--- config.mk ---
export PLATFORM = sky130hd
export DESIGN_NAME = scan_capture
export DESIGN_NICKNAME = d
export VERILOG_FILES = /design/src/rtl/scan_capture_pkg.sv /design/src/rtl/scan_decode.sv /design/src/rtl/scan_capture.sv
export SDC_FILE = /design/constraint.sdc
export NUM_CORES = 1
export LEC_CHECK = 0
export CORE_MARGIN = 2
export CORE_UTILIZATION = 58
export CTS_BUF_LIST = sky130_fd_sc_hd__clkbuf_8
export DETAILED_ROUTE_END_ITERATION = 8
export GPL_TIMING_DRIVEN = 0
export MAX_ROUTING_LAYER = met4
export PLACE_DENSITY = 0.82
export SETUP_SLACK_MARGIN = 0.15
export SYNTH_ARGS = -nofsm -noshare
export SYNTH_HDL_FRONTEND = slang
export SYNTH_SLANG_ARGS = --single-unit
--- constraint.sdc ---
create_clock -name CLK -period 3.4 [get_ports CLK]
set_clock_uncertainty 0.15 [all_clocks]
set_input_delay 0.68 -clock CLK [delete_from_list [all_inputs] [get_ports CLK]]
set_output_delay 0.68 -clock CLK [all_outputs]
set_load 0.02 [all_outputs]
--- src/rtl/scan_capture_pkg.sv ---
// scan_capture_pkg: shared state encoding and digit strobe patterns for the display bus capture
package scan_capture_pkg;
  typedef enum logic {HUNT = 1'b0, TRACK = 1'b1} state_t;
  localparam logic [7:0] DIG_BLANK = 8'hFF;
  localparam logic [7:0] DIG_PAT [8] = '{
    8'b11111110, 8'b01111111, 8'b10111111, 8'b11011111,
    8'b11101111, 8'b11110111, 8'b11111011, 8'b11111101
  };
endpackage

--- src/rtl/scan_decode.sv ---
// scan_decode: maps an active-low digit strobe pattern to {valid, blank, index}
module scan_decode
  import scan_capture_pkg::*;
(
  input  logic [7:0] i_dig,
  output logic       o_valid,
  output logic       o_blank,
  output logic [2:0] o_idx
);
  assign o_blank = i_dig == DIG_BLANK;
  always_comb begin
    o_valid = 1'b0;
    o_idx   = 3'd0;
    for (int k = 0; k < 8; k++)
      if (i_dig == DIG_PAT[k]) begin
        o_valid = 1'b1;
        o_idx   = 3'(k);
      end
  end
endmodule

--- src/rtl/scan_capture.sv ---
// scan_capture: filters the display strobe/segment bus, checks scan order and publishes whole frames
module scan_capture
  import scan_capture_pkg::*;
#(
  parameter int HOLD    = 2,
  parameter int TIMEOUT = 1024
) (
  input  logic        CLK,
  input  logic        RST_N,
  input  logic [7:0]  DIG,
  input  logic [7:0]  SEG,
  output logic [2:0]  SEL_OUT,
  output logic [63:0] FRAME_DATA,
  output logic        FRAME_VLD,
  output logic        SEQ_ERR,
  output logic        LOCKED
);
  logic [7:0]      r_dig, r_seg, r_last;
  logic [3:0]      r_stab;
  logic [15:0]     r_to;
  logic [2:0]      r_exp;
  logic [6:0][7:0] r_shadow;
  state_t          r_state, w_next;
  logic            w_valid, w_blank, w_same, w_evt, w_acc, w_bad, w_tout, w_err, w_wr, w_pub;
  logic [2:0]      w_idx;

  scan_decode u_dec (.i_dig(r_dig), .o_valid(w_valid), .o_blank(w_blank), .o_idx(w_idx));

  // r_last remembers the last pattern that became stable, so a held strobe acts once
  assign w_same = {DIG, SEG} == {r_dig, r_seg};
  assign w_evt  = (r_stab == 4'(HOLD)) && (r_dig != r_last);
  assign w_acc  = w_evt && w_valid;
  assign w_bad  = w_evt && !w_valid && !w_blank;

  always_ff @(posedge CLK or negedge RST_N)
    if (!RST_N) begin
      r_dig  <= '0;
      r_seg  <= '0;
      r_stab <= '0;
      r_last <= DIG_BLANK;
    end else begin
      r_dig  <= DIG;
      r_seg  <= SEG;
      r_stab <= w_same ? (r_stab == 4'(HOLD) ? r_stab : r_stab + 4'd1) : 4'd1;
      if (w_evt) r_last <= r_dig;
    end

  always_ff @(posedge CLK or negedge RST_N)
    if (!RST_N) r_state <= HUNT;
    else        r_state <= w_next;

  always_comb begin
    w_tout = (r_state == TRACK) && !w_acc && (r_to == 16'(TIMEOUT - 1));
    w_err  = (r_state == TRACK) && ((w_acc && w_idx != r_exp) || w_bad || w_tout);
    w_wr   = w_acc && ((r_state == TRACK) ? w_idx == r_exp : w_idx == 3'd0);
    w_next = w_err ? HUNT : (w_wr ? TRACK : r_state);
  end

  always_comb
    w_pub = w_wr && (r_state == TRACK) && (w_idx == 3'd7) && !w_err;

  always_ff @(posedge CLK or negedge RST_N)
    if (!RST_N) begin
      r_to       <= '0;
      r_exp      <= '0;
      r_shadow   <= '0;
      SEL_OUT    <= '0;
      FRAME_DATA <= '0;
      FRAME_VLD  <= 1'b0;
      SEQ_ERR    <= 1'b0;
      LOCKED     <= 1'b0;
    end else begin
      r_to      <= (w_acc || r_state == HUNT) ? 16'd0 : r_to + 16'd1;
      FRAME_VLD <= w_pub;
      SEQ_ERR   <= w_err;
      LOCKED    <= w_next == TRACK;
      if (w_wr) begin
        r_exp   <= w_idx + 3'd1;
        SEL_OUT <= w_idx;
      end
      if (w_wr && w_idx != 3'd7) r_shadow[w_idx] <= r_seg;
      if (w_pub) FRAME_DATA <= {r_seg, r_shadow};
    end
endmodule

# Word-level counts from Yosys, hierarchy flattened
# Index checks and enable logic that the tools add are counted.
# classes
add_sub_neg	3
order_cmp	2
n_eq_ne	18
muxes	24
bitwise_logic	1
reduce_logical	23
# op_table
operator	count
$eq A8 B8 Y1 const B	8
$bwmux W56	1
$demux W8 S3	1
$add A16 B1 Y16 const B	1
$eq A16 B10 Y1 const B	1
$eq A16 B16 Y1	1
$mux W16	1
$logic_and A1 B1 Y1	14
$mux W1	12
$mux W3	4
$eq A8 B7 Y1 const B	1
$mux W4	2
$mux W8	1
$ne A8 B8 Y1	1
$add A4 B1 Y4 const B	1
$eq A4 B2 Y1 const B	1
$logic_not A1 Y1	4
$lt A3 B4 Y1 const B	1
$mux W2	2
$add A3 B1 Y3 const B	1
$eq A3 B3 Y1	1
$eq A3 B3 Y1 const B	1
$ge A3 B1 Y1 const B	1
$logic_not A3 Y1	1
6 further kinds	8
# word_totals
regBits	173
inputBits	18
output_inout_bits	70
wordCells	89

# Logic depth before layout (Yosys ltp)
# Gate-level depths: netlist of the first run.
# depth
depth_word	17
depth_mapped	12
mapped_depth_nobuf	10

# Modules after synthesis
# A second synthesis of the first run with hierarchy kept.
# unflattened
cells_unflattened	499
hier_area_um2	7179.4
# modules_own_cells
module	instances	cells_per_inst	area_each_um2	seq_area_each_um2
scan_capture	1	468	6967.9	4339.2
scan_decode	1	31	211.5	0.0

# Least setup slack after synthesis of the first run
# No wires, ideal clock.
# synth_timing
kind	register to register
start	register r_dig[2]
end	register FRAME_DATA[10]
setup_ns	0.125
arrival_time_ns	2.680
required_ns	3.125
path_slack_ns	0.445
path_stages_with_launch	12
path_buffers	4
period_less_slack_ns	2.955
cell_sequence	dfrtp_1 buf_2 nand2_1 or2_1 o32ai_4 ha_1 ha_1 clkbuf_1 and4_1 buf_6 buf_6 mux2_4
# synth_between
word_cells_on_any_way	48
classes_between	13 x eq/ne; 16 x mux; 19 x reduce/logical
# synth_rtl
item	line	text
from (decl)	scan_capture.sv:18	logic [7:0] r_dig, r_seg, r_last;
from (signal assigned)	scan_capture.sv:37	r_dig <= '0;
from (signal assigned)	scan_capture.sv:42	r_dig <= DIG;
$eq A8 B7 Y1	scan_decode.sv:15	if (i_dig == DIG_PAT[k]) begin
$mux W1	scan_decode.sv:15	
$mux W2 (2 in series)	scan_decode.sv:15	
$mux W3 (3 in series)	scan_decode.sv:15	
$mux W3 (*)	scan_decode.sv:15	
named net u_dec.o_idx[0]	scan_decode.sv:8	output logic [2:0] o_idx
$ne A3 B3 Y1	scan_capture.sv:54	w_err = (r_state == TRACK) && ((w_acc && w_idx != r_exp) || w_bad || w_tout);
$logic_and A1 B1 Y1	scan_capture.sv:54	
$logic_or A1 B1 Y1 (2 in series)	scan_capture.sv:54	
$logic_and A1 B1 Y1	scan_capture.sv:54	
$logic_not A1 Y1	scan_capture.sv:60	w_pub = w_wr && (r_state == TRACK) && (w_idx == 3'd7) && !w_err;
$logic_and A1 B1 Y1 (*)	scan_capture.sv:60	
to (signal assigned)	scan_capture.sv:82	if (w_pub) FRAME_DATA <= {r_seg, r_shadow};
to (decl)	scan_capture.sv:13	output logic [63:0] FRAME_DATA,
# The timed path passes the listed nets; every way through them passes the cells marked *.
# A chain may end at the register's enable or synchronous reset.

# Final worst setup path of the first run
# layout_timing
start	register r_dig[1]
end	register r_shadow[35] (netlist bit)
# layout_between
word_cells_on_any_way	38
classes_between	2 x order compare; 11 x eq/ne; 19 x mux; 6 x reduce/logical
# layout_rtl
item	line	text
$eq A8 B8 Y1	scan_decode.sv:15	
$mux W2 (2 in series)	scan_decode.sv:15	
$mux W3 (3 in series)	scan_decode.sv:15	
$mux W3 (*)	scan_decode.sv:15	
named net u_dec.o_idx[1]	scan_decode.sv:8	
$lt A3 B4 Y1 (not written as such) or $ge A3 B1 Y1 (tied branches)	scan_capture.sv:81	if (w_wr && w_idx != 3'd7) r_shadow[w_idx] <= r_seg;
$logic_and A1 B1 Y1 (not written as such)	scan_capture.sv:81	
$mux W8 (not written as such)	scan_capture.sv:81	
$demux W8 S3	scan_capture.sv:81	
$bwmux W56	scan_capture.sv:81	
to (signal, indexed assignment)	scan_capture.sv:81	
to (decl)	scan_capture.sv:22	logic [6:0][7:0] r_shadow;
# Marks and branches as above.

==> summary.md, run 1 <==
| Metric | Value |
|---|---|
| Die Y-Extent | `118 µm` |
| Largest area contributor in the netlist | `dfrtp_1` |
| WP data required | `roughly 3.6 ns` |
| Post-Route WL | `15300 µm` |
| Die Width | `118 µm` |
| Total power | `roughly 3.8 mW` |
| Via density | `5.46` |
| Area contributors post-synth | `dfrtp_1 (55%), mux2_4 (14%), mux2_2 (7.5%)` |
| Hold Path Origin | `r_to[0]` |
| Final worst path period need | `roughly 3.1 ns` |
| VDD IR max | `about 0.00028 V` |
| Pre-CTS setup slack | `-0.0174 ns` |
| Slowest cell delay on critical path | `about 0.57 ns` |
| Final RePlAce weighted congestion | `0.872` |
| HPWL after DPL | `just over 10000 µm` |
| Max clock buf depth | `2` |
| R2R cell count | `10` |
| Critical Path AT | `around 3.3 ns` |
| Area delta synth->final | `22.4%` |
| Seq/Total Area, Yosys | `57.6%` |
| Final setup margin | `around 0.28 ns` |
| CP max FO | `10` |
| All-Layer GR Usage | `24.2%` |
| Fmax | `about 320 MHz` |
| Startpoint Class | `register` |
| DRT antenna net count | `0` |
| DRC viols | `0` |
| Worst-skew pair later-pin latency | `0.45 ns` |
| CP max-delay cell | `or4_1` |
| Die ar. | `13900 µm²` |
| Leak pwr | `between 4 and 5 nW` |
| RSZ-0062 raised after global routing | `no` |
| Outcome | `finished, final reports clean` |
| Max Slew Vio Count | `0` |
| I/O pin count | `88` |
| CTS tree | `done` |
| Vias post-DR | `4414` |
| First-pass DRT Iterations | `4` |
| Hold/Removal Path Class | `register to register` |
| Final setup fails | `0` |
| H-tree depth | `4` |
| Slew headroom | `53.8%` |
| Share of the synthesized area in the top cell type | `a little over half` |
| Wire length of the first global-routing pass | `around 25000 µm` |
| Crit. Startpoint | `r_dig[1]` |
| Largest net degree at the start of global routing | `114` |
| Clock sink count | `173` |
| Synth unique cells | `between 40 and 50` |
| Port Buffers | `87` |
| TritonCTS buffer count | `17` |
| Routed len/inst | `19.0 µm` |
| Final nets | `648` |
| Worst setup EP type | `register` |
| Power per Cell Area | `between 400 and 500 nW/µm²` |
| Number of antenna violations at the first check in global routing | `0` |
| Avg Synthesized Cell Area | `between 10 and 15 µm²` |
| Most frequent cells in the layout | `dfrtp_1 (165), clkdlybuf4s50_1 (86), mux2_4 (68)` |
| Net Count, Synth | `roughly 530` |
| Mapped cell area | `7540 µm²` |
| Worst-Margin Slew | `0.693 ns` |
| CTS clock-pin slew for the worst setup and hold paths | `0.09 ns` |
| Ant. Diodes | `0` |
| Fillcell total | `830` |
| Share of flip-flops with an asynchronous set or reset | `100%` |
| CP cell instances | `clkbuf_4 > xnor2_1 > nor3_1 > or2_2 > ha_1 > ha_1 > buf_2 > or4_1 > buf_2 > mux2_1` |
| GR Overflow Total | `0` |
| Root cell of the clock tree | `clkbuf_8` |
| DRT iter0 DRCs | `280` |
| Layout cell share with drive strength beyond 1 | `roughly 32%` |
| Top FF cell, synth | `dfrtp_1` |
| Vias in the first global route | `4689` |
| Number of synthesized register bits | `approximately 170` |
| Synth warnings | `0` |
| Worst r2r src | `r_dig[1]` |
| WHS Path Cells | `1` |
| Fin. Hold Viols | `0` |
| Core Box Area | `12700 µm²` |
| Row count | `41` |
| Initial core utilization | `about three fifths` |
| Syn Inst Count | `510` |
| Max cap viols | `0` |
| Setup Crit Path Kind | `register to register` |
| Post-synth EDFFs | `0` |
| Final Cycle Share | `approximately nine tenths` |
| Most common cell after layout, fill and taps aside | `dfrtp_1` |
## worst max-delay path, delay by kind of cell (launching register included)
kind / cells / cell delay, ns
XOR/XNOR: 1 / 0.18
adder cells (fa/ha/maj): 2 / 0.38
buffers and inverters: 3 / 0.61
flip-flops: 1 / 0.39
multiplexers: 1 / 0.33
AND/OR/NAND/NOR: 3 / 0.98
## sequential cells by signal, indices dropped and copies added (netlist names)
register,count
r_dig,8
r_stab,4
SEQ_ERR,1
LOCKED,1
r_shadow,56
r_last,8
r_to,16
SEL_OUT,3
r_seg,8
r_exp,3
FRAME_DATA,64
FRAME_VLD,1
## per-layer routing
| layer | vias up | track usage (%) | routed length, µm |
|---|---|---|---|
| met4 | 0 | 7.91 | 258 |
| met2 | 135 | 39.1 | 7770 |
| met1 | 2257 | 30.6 | 6700 |
| met5 | - | - | 0 |
| met3 | 21 | 5.47 | 615 |
| li1 | 2001 | - | - |
## worst paths after layout
path / to / slack, ns
min in group asynchronous: FRAME_DATA[13] / 0.60
worst max-delay path: r_shadow[35] / 0.28
worst min register to register: r_to[0] / 0.34
worst max register to register: r_shadow[35] / 0.28
max in group asynchronous: r_to[11] / 1.62
worst min-delay path: r_to[0] / 0.34
## Yosys cell counts, types with 2 or more instances
| cell | n |
|---|---|
| or4_1 | 3 |
| and3_1 | 4 |
| dfrtp_1 | 165 |
| nand2b_1 | 7 |
| nand4_1 | 7 |
| and4_1 | 3 |
| nor4_4 | 3 |
| or2_2 | 2 |
| inv_1 | 6 |
| mux2_2 | 50 |
| buf_2 | 5 |
| xor2_1 | 25 |
| buf_6 | 9 |
| nor2_1 | 29 |
| mux2_4 | 68 |
| buf_4 | 5 |
| dfstp_2 | 8 |
| ha_1 | 6 |
| a21oi_1 | 2 |
| clkbuf_1 | 10 |
| mux2_1 | 16 |
| nand2_1 | 14 |
| a31oi_1 | 2 |
| nand3_1 | 10 |
| nor4_1 | 8 |
| xnor2_1 | 20 |
## kinds of logic (layout without fill, tap and decap cells)
logic type,after synthesis,after routing,synth area share (%)
adders and majority gates,6,6,0.996
AOI/OAI and AO/OA,14,14,1.69
DFF,173,173,57.6
xor gates and xnor gates,47,47,5.66
buffers and inverters,36,163,3.02
muxes,134,134,23.4
and+or+nand+nor,100,100,7.64
## through the flow
stage / hold WS (ns) / instances / utilization, % / cell area, µm² / setup TNS [ns]
4_1_cts: 0.340 / 807 / 72.5 / 9180 / 0
2_1_floorplan: 0.234 / 510 / - / 7540 / 0
3_5_place_dp: 0.328 / 770 / 68.3 / 8650 / -0.0926
6_report: 0.336 / 809 / 72.8 / 9230 / 0
5_1_grt: 0.362 / 809 / 72.8 / 9230 / 0
3_3_place_gp: 0.318 / 769 / 68.0 / 8620 / -864.12
## layout make-up
type,count,area (µm²),area share [%]
Clock inverter,14,208,2.25
Timing Repair Buffer,95,983,10.7
Clock buffer,18,248,2.69
Buffer,30,213,2.31
Sequential cell,173,4340,47.0
Inverter,6,22.5,0.244
Tap cell,172,215,2.33
Multi-Input combinational cell,301,3000,32.5
## repair_timing
item / 4_1_cts / 5_1_grt
resized for setup: 2 / 7
hold endpoints to repair: 31 / 0
setup endpoints to repair: 93 / 118
hold buffers: 1 / 0
setup buffers: 4 / 2
cloned: 0 / 0
pin swaps: 3 / 1
## where the power goes
| group | switching (mW) | internal [mW] | total (mW) |
|---|---|---|---|
| logic | 0.106 | 0.0543 | 0.161 |
| clock network | 0.770 | 0.837 | 1.61 |
| registers | 0.00285 | 2.07 | 2.07 |
Power figures use the tool's default switching activity.
==> run 2, diff against run 1 <==
--- a/config.mk
+++ b/config.mk
@@ -6,12 +6,11 @@
 export NUM_CORES = 1
 export LEC_CHECK = 0
 export CORE_MARGIN = 2
-export CORE_UTILIZATION = 58
+export CORE_UTILIZATION = 35
 export CTS_BUF_LIST = sky130_fd_sc_hd__clkbuf_8
 export DETAILED_ROUTE_END_ITERATION = 8
 export GPL_TIMING_DRIVEN = 0
 export MAX_ROUTING_LAYER = met4
-export PLACE_DENSITY = 0.82
 export SETUP_SLACK_MARGIN = 0.15
 export SYNTH_ARGS = -nofsm -noshare
 export SYNTH_HDL_FRONTEND = slang
==> run 2 against run 1 <==
  * Via count down 3.0%
  * Combinational power down 3%
  * Core utilization down 29 points
  * Worst hold slack worse by 0.30 ns
  * Die area up 63%
  * Largest power group unchanged
  * Highest routed layer unchanged
==> summary.md, run 2 (synthesis results as in run 1) <==
| Metric | Value |
|---|---|
| Fmax | `320 MHz (was 321 MHz)` |
| CTS tree | `done (unchanged)` |
| Hold/Removal Path Class | `primary input to async pin (was register to register)` |
| Max Slew Vio Count | `0 (unchanged)` |
| Final nets | `647 (was 648)` |
| Max cap viols | `0 (unchanged)` |
| FF-to-FF End | `r_shadow[38] (was r_shadow[35])` |
| Initial core utilization | `35.7% (was 59.5%)` |
| Final RePlAce weighted congestion | `0.825 (was 0.872)` |
| I/O pin count | `88 (unchanged)` |
| Switching Share | `24.2% (was 22.9%)` |
| HPWL after DPL | `10800 µm (was 10300 µm)` |
| Max reg flops | `64 (unchanged)` |
| Final worst path period need | `3.12 ns (about the same)` |
| P_sw | `859 µW (was 879 µW)` |
| Number of antenna violations at the first check in global routing | `0 (unchanged)` |
| Worst r2r src | `r_dig[5] (was r_dig[1])` |
| R2R cell count | `10 (unchanged)` |
| Ant. Diodes | `0 (unchanged)` |
| Max clock buf depth | `2 (unchanged)` |
| CTS clock-pin slew for the worst setup and hold paths | `0.09 ns (about the same)` |
| Critical Path Sink | `r_shadow[38] (was r_shadow[35])` |
| Slew headroom | `54.9% (was 53.8%)` |
| Largest net degree at the start of global routing | `105 (was 114)` |
| Outcome | `finished, final reports clean (unchanged)` |
| Final setup fails | `0 (unchanged)` |
| DRT antenna net count | `0 (unchanged)` |
| Core Box Area | `21100 µm² (was 12700 µm²)` |
| Clock sink count | `173 (unchanged)` |
| TritonCTS buffer count | `17 (unchanged)` |
| Seq pwr share | `58.2% (was 53.9%)` |
| Startpoint Class | `register (unchanged)` |
| Pre-CTS setup slack | `-0.104 ns (was -0.0174 ns)` |
| Port Buffers | `87 (unchanged)` |
| Area delta synth->final | `22.7% (was 22.4%)` |
| Power per Cell Area | `384 nW/µm² (was 416 nW/µm²)` |
| Via density | `4.70 (was 5.46)` |
| Setup TNS | `0 ns (unchanged)` |
| WP data required | `3.59 ns (was 3.60 ns)` |
| Fillcell total | `1926 (was 830)` |
| Worst setup EP type | `register (unchanged)` |
| Final Instance Area | `9250 µm² (was 9230 µm²)` |
| Leak pwr | `4.21 nW (was 4.25 nW)` |
| Final Cycle Share | `91.8% (was 91.7%)` |
| Crit. Startpoint | `r_dig[5] (was r_dig[1])` |
| VDD IR max | `0.000207 V (was 0.000285 V)` |
| RSZ-0062 raised after global routing | `no (unchanged)` |
| H-tree depth | `4 (unchanged)` |
| Die Width | `151 µm (was 118 µm)` |
| Critical Path AT | `3.31 ns (about the same)` |
| R2R Setup Slk | `0.28 ns (about the same)` |
| Worst-skew pair later-pin latency | `0.45 ns (about the same)` |
| All-Layer GR Usage | `14.9% (was 24.2%)` |
| Clock Power Share | `37.4% (was 41.9%)` |
| Die ar. | `22700 µm² (was 13900 µm²)` |
| Die Y-Extent | `151 µm (was 118 µm)` |
| Post-Route WL | `15300 µm (about the same)` |
| Final setup margin | `0.277 ns (was 0.283 ns)` |
| Layout cell share with drive strength beyond 1 | `31.8% (was 32.0%)` |
| Vias post-DR | `4282 (was 4414)` |
| Most common cell after layout, fill and taps aside | `dfrtp_1 (unchanged)` |
| Routed len/inst | `16.8 µm (was 19.0 µm)` |
| Largest register by flop count | `FRAME_DATA (unchanged)` |
| Wire length of the first global-routing pass | `24800 µm (was 25300 µm)` |
| Vias in the first global route | `4564 (was 4689)` |
| Biggest regs | `FRAME_DATA: 64 flops, r_shadow: 56 flops, r_to: 16 flops (unchanged)` |
| GR Overflow Total | `0 (unchanged)` |
| Hold_ws | `0.0329 ns (was 0.336 ns)` |
| DRC viols | `0 (unchanged)` |
| CP max FO | `9 (was 10)` |
| Fin. Hold Viols | `0 (unchanged)` |
| First-pass DRT Iterations | `6 (was 4)` |
| Worst-Margin Slew | `0.677 ns (was 0.693 ns)` |
| DRT iter0 DRCs | `245 (was 280)` |
| Gate power share | `4.4% (was 4.2%)` |
| Row count | `53 (was 41)` |
| Cell Area, Placed | `8780 µm² (was 8650 µm²)` |
| Root cell of the clock tree | `clkbuf_8 (unchanged)` |
| Int Pwr | `2.69 mW (was 2.96 mW)` |
| Most frequent cells in the layout | `dfrtp_1 (165), clkdlybuf4s50_1 (86), mux2_4 (68) (unchanged)` |
| Setup Crit Path Kind | `register to register (unchanged)` |
run 2: worst min-delay path by stage:
stage	slack [ns]	cells after the start	end	startpoint
5_1_grt	0.04	1	r_to[9]	RST_N
6_report	0.03	1	FRAME_DATA[32]	RST_N
3_5_place_dp	0.33	1	r_shadow[2]	r_shadow[2]
2_1_floorplan	0.23	0	FRAME_DATA[0]	RST_N
4_1_cts	0.03	1	FRAME_DATA[34]	RST_N
3_3_place_gp	0.32	1	r_shadow[2]	r_shadow[2]
run 2: final cells by class:
| type | count | area, µm² | share of cell area, % |
|---|---|---|---|
| buffer | 30 | 214 | 2.31 |
| multi-input combinational | 301 | 2990 | 32.4 |
| inverter | 6 | 22.5 | 0.244 |
| clock buffer | 17 | 234 | 2.53 |
| timing repair buffer | 94 | 973 | 10.5 |
| clock inverter | 15 | 125 | 1.35 |
| sequential | 173 | 4340 | 46.9 |
| tap | 275 | 344 | 3.72 |
run 2: power by group through the flow:
stage                     sequential, mW  combinational (mW)  clock, mW
after floorplan                     2.11              0.0652          0
after global placement              2.11               0.152          0
after detailed placement            2.11               0.161          0
after CTS                           2.07               0.162       1.38
after global routing                2.07               0.175       1.47
final                               2.07               0.156       1.33
run 2: layer usage:
metal | up-vias | global-route usage (%) | share of wire (%)
met1 | 2170 | 19.9 | 48
met3 | 16 | 2.91 | 3.0
li1 | 2003 | - | -
met2 | 93 | 22.9 | 47
met5 | - | - | 0
met4 | 0 | 5.05 | 1.4
run 2: through the flow:
stage	instances	total power [mW]	util (%)
after floorplan	510	2.17	-
after global placement	872	2.26	41.5
after detailed placement	873	2.27	41.7
after CTS	907	3.61	43.6
after global routing	911	3.71	43.8
final	911	3.55	43.8
run 2: worst max-delay path: stages (launching register included):
cell and delay, ns:
dfrtp_1 0.37, buf_4 0.17, xnor2_2 0.20, nor3_2 0.10
or2_2 0.34, ha_1 0.22, ha_1 0.18, clkbuf_4 0.20
or4_1 0.53, clkbuf_4 0.21, mux2_1 0.33
run 2: timing repair:
action                                  in CTS  in global routing
endpoints found under the setup margin     120                116
pin swaps                                    2                  2
resized for setup                            4                  6
buffers inserted                             2                  4
hold endpoints to repair                     0                  0
hold buffers                                 0                  0
==> run 3, diff against run 2 <==
--- a/config.mk
+++ b/config.mk
@@ -6,11 +6,12 @@
 export NUM_CORES = 1
 export LEC_CHECK = 0
 export CORE_MARGIN = 2
-export CORE_UTILIZATION = 35
+export CORE_UTILIZATION = 50
 export CTS_BUF_LIST = sky130_fd_sc_hd__clkbuf_8
 export DETAILED_ROUTE_END_ITERATION = 8
 export GPL_TIMING_DRIVEN = 0
 export MAX_ROUTING_LAYER = met4
+export PLACE_DENSITY = 0.72
 export SETUP_SLACK_MARGIN = 0.15
 export SYNTH_ARGS = -nofsm -noshare
 export SYNTH_HDL_FRONTEND = slang
==> run 3 against run 2 <==
  * Critical path depth unchanged
  * Worst setup slack lost 0.038 ns
  * Critical path type unchanged
  * Design area decreased by 0.46%
  * Die area down 29%
  * First-iteration DRC count decreased by 0.41%
  * Count of clock-buffer cells in the layout stayed put
  * Critical endpoint is now r_shadow[4]
  * Global-route usage up 5.4 points
  * Largest power group unchanged
  * Core utilization grew 19 points
==> summary.md, run 3 (synthesis results as in run 1) <==
| Metric | Value |
|---|---|
| Outcome | `finished, final reports clean (unchanged)` |
| Worst-skew pair later-pin latency | `0.46 ns (was 0.45 ns)` |
| Int Pwr | `2.92 mW (was 2.69 mW)` |
| Setup TNS | `0 ns (unchanged)` |
| H-tree depth | `4 (unchanged)` |
| Hold_ws | `0.00498 ns (was 0.0329 ns)` |
| Layout cell share with drive strength beyond 1 | `32.1% (was 31.8%)` |
| Largest register by flop count | `FRAME_DATA (unchanged)` |
| VDD IR max | `0.000209 V (was 0.000207 V)` |
| Wire length of the first global-routing pass | `24400 µm (was 24800 µm)` |
| All-Layer GR Usage | `20.3% (was 14.9%)` |
| Post-Route WL | `14800 µm (was 15300 µm)` |
| Fin. Hold Viols | `0 (unchanged)` |
| Root cell of the clock tree | `clkbuf_8 (unchanged)` |
| Routed len/inst | `18.0 µm (was 16.8 µm)` |
| Gate power share | `4.2% (was 4.4%)` |
| DRT iter0 DRCs | `244 (was 245)` |
| Area delta synth->final | `22.1% (was 22.7%)` |
| Via density | `5.24 (was 4.70)` |
| P_sw | `862 µW (was 859 µW)` |
| Vias in the first global route | `4536 (was 4564)` |
| CTS clock-pin slew for the worst setup and hold paths | `0.09 ns (about the same)` |
| I/O pin count | `88 (unchanged)` |
| Port Buffers | `87 (unchanged)` |
| Vias post-DR | `4308 (was 4282)` |
| DRC viols | `0 (unchanged)` |
| Die Width | `127 µm (was 151 µm)` |
| Max reg flops | `64 (unchanged)` |
| Final nets | `650 (was 647)` |
| Initial core utilization | `51.5% (was 35.7%)` |
| Biggest regs | `FRAME_DATA: 64 flops, r_shadow: 56 flops, r_to: 16 flops (unchanged)` |
| Max Slew Vio Count | `0 (unchanged)` |
| Startpoint Class | `register (unchanged)` |
| CP max FO | `9 (unchanged)` |
| Number of antenna violations at the first check in global routing | `0 (unchanged)` |
| Slew headroom | `54.9% (about the same)` |
| Power per Cell Area | `411 nW/µm² (was 384 nW/µm²)` |
| Clock sink count | `173 (unchanged)` |
| Max cap viols | `0 (unchanged)` |
| Core Box Area | `14600 µm² (was 21100 µm²)` |
| Hold buffers post-CTS | `0 (unchanged)` |
| Worst setup EP type | `register (unchanged)` |
| DRT antenna net count | `0 (unchanged)` |
| Seq pwr share | `54.7% (was 58.2%)` |
| Clock Power Share | `41.1% (was 37.4%)` |
| Finished Core Util | `62.8% (was 43.8%)` |
| Leak pwr | `4.25 nW (was 4.21 nW)` |
| Final setup fails | `0 (unchanged)` |
| Hold/Removal Path Class | `primary input to async pin (unchanged)` |
| Final Cycle Share | `93.0% (was 91.8%)` |
| WP data required | `3.60 ns (was 3.59 ns)` |
| Die Y-Extent | `127 µm (was 151 µm)` |
| Die ar. | `16100 µm² (was 22700 µm²)` |
| RSZ-0062 raised after global routing | `no (unchanged)` |
| Max clock buf depth | `2 (unchanged)` |
| CTS tree | `done (unchanged)` |
| GR Overflow Total | `0 (unchanged)` |
| HPWL after DPL | `10200 µm (was 10800 µm)` |
| TritonCTS buffer count | `17 (unchanged)` |
| Largest net degree at the start of global routing | `95 (was 105)` |
| Worst-Margin Slew | `0.677 ns (about the same)` |
| Setup Crit Path Kind | `register to register (unchanged)` |
| Row count | `44 (was 53)` |
| Final RePlAce weighted congestion | `0.877 (was 0.825)` |
| Most common cell after layout, fill and taps aside | `dfrtp_1 (unchanged)` |
| Fmax | `316 MHz (was 320 MHz)` |
| Ant. Diodes | `0 (unchanged)` |
| Critical Path AT | `3.36 ns (was 3.31 ns)` |
| First-pass DRT Iterations | `4 (was 6)` |
| Most frequent cells in the layout | `dfrtp_1 (165), clkdlybuf4s50_1 (86), mux2_4 (68) (unchanged)` |
| Final worst path period need | `3.16 ns (was 3.12 ns)` |
| Switching Share | `22.8% (was 24.2%)` |
run 3: cell types whose count changed in the layout (fill, tap and decap cells not counted), moves of 2 or more:
cell,change
buf_2,+3
bufinv_16,+3
inv_1,-2
clkbuf_4,-2
buf_4,+3
run 3: worst paths after layout:
| check | startpoint | to | cells after the start | slack, ns |
|---|---|---|---|---|
| setup / recovery | r_dig[5] | r_shadow[4] | 10 | 0.24 |
| hold / removal | RST_N | FRAME_DATA[22] | 1 | 0.005 |
| setup reg to reg | r_dig[5] | r_shadow[4] | 10 | 0.24 |
| hold reg to reg | r_shadow[0] | r_shadow[0] | 1 | 0.35 |
| max in group asynchronous | RST_N | LOCKED | 2 | 2.21 |
| min in group CLK | r_shadow[0] | r_shadow[0] | 1 | 0.35 |
run 3: final cells by class:
class                   instances  area (µm²)
plain buffers                  30         206
well taps                     184         230
inverters                       6        22.5
repair buffers                 97         983
multi-input cells             301        2990
clock inverters                14         195
fillers                      1067        5440
flip-flops and latches        173        4340
clock buffers                  17         234
run 3: what timing repair did:
item | 4_1_cts | 5_1_grt
endpoints found under the setup margin | 116 | 122
setup buffers | 6 | 3
cloned | 0 | 0
gates resized for setup | 3 | 4
endpoints found under the hold margin | 0 | 0
pin swaps | 3 | 1
run 3: worst max-delay path: stages, from the launching register on:
cell	delay [ns]
dfrtp_1	0.38
buf_4	0.18
xnor2_2	0.21
nor3_2	0.10
or2_2	0.34
ha_1	0.21
ha_1	0.17
buf_2	0.19
or4_1	0.54
buf_2	0.21
mux2_1	0.34
run 3: power groups by stage:
| stage | logic (mW) | clock network (mW) | registers, mW |
|---|---|---|---|
| floorplan | 0.0652 | 0 | 2.11 |
| global placement | 0.153 | 0 | 2.11 |
| detailed placement | 0.160 | 0 | 2.11 |
| CTS | 0.161 | 1.59 | 2.07 |
| global route | 0.177 | 1.68 | 2.07 |
| finish | 0.157 | 1.55 | 2.07 |
run 3: layer usage:
metal / vias to the layer above / part of all wire (%) / track usage (%)
met5: - / 0 / -
met4: 0 / 1.2 / 6.79
met3: 18 / 3.1 / 3.92
met2: 85 / 50 / 32.5
met1: 2197 / 46 / 26.4
li1: 2008 / - / -
run 3: metrics by stage:
stage | total power [mW] | instance area [µm²] | instances | worst slack, ns
2_1_floorplan | 2.17 | 7540 | 510 | 0.445
3_3_place_gp | 2.26 | 8640 | 781 | -5.30
5_1_grt | 3.93 | 9200 | 822 | 0.157
4_1_cts | 3.82 | 9170 | 819 | 0.160
6_report | 3.78 | 9200 | 822 | 0.240
3_5_place_dp | 2.27 | 8670 | 782 | -0.178
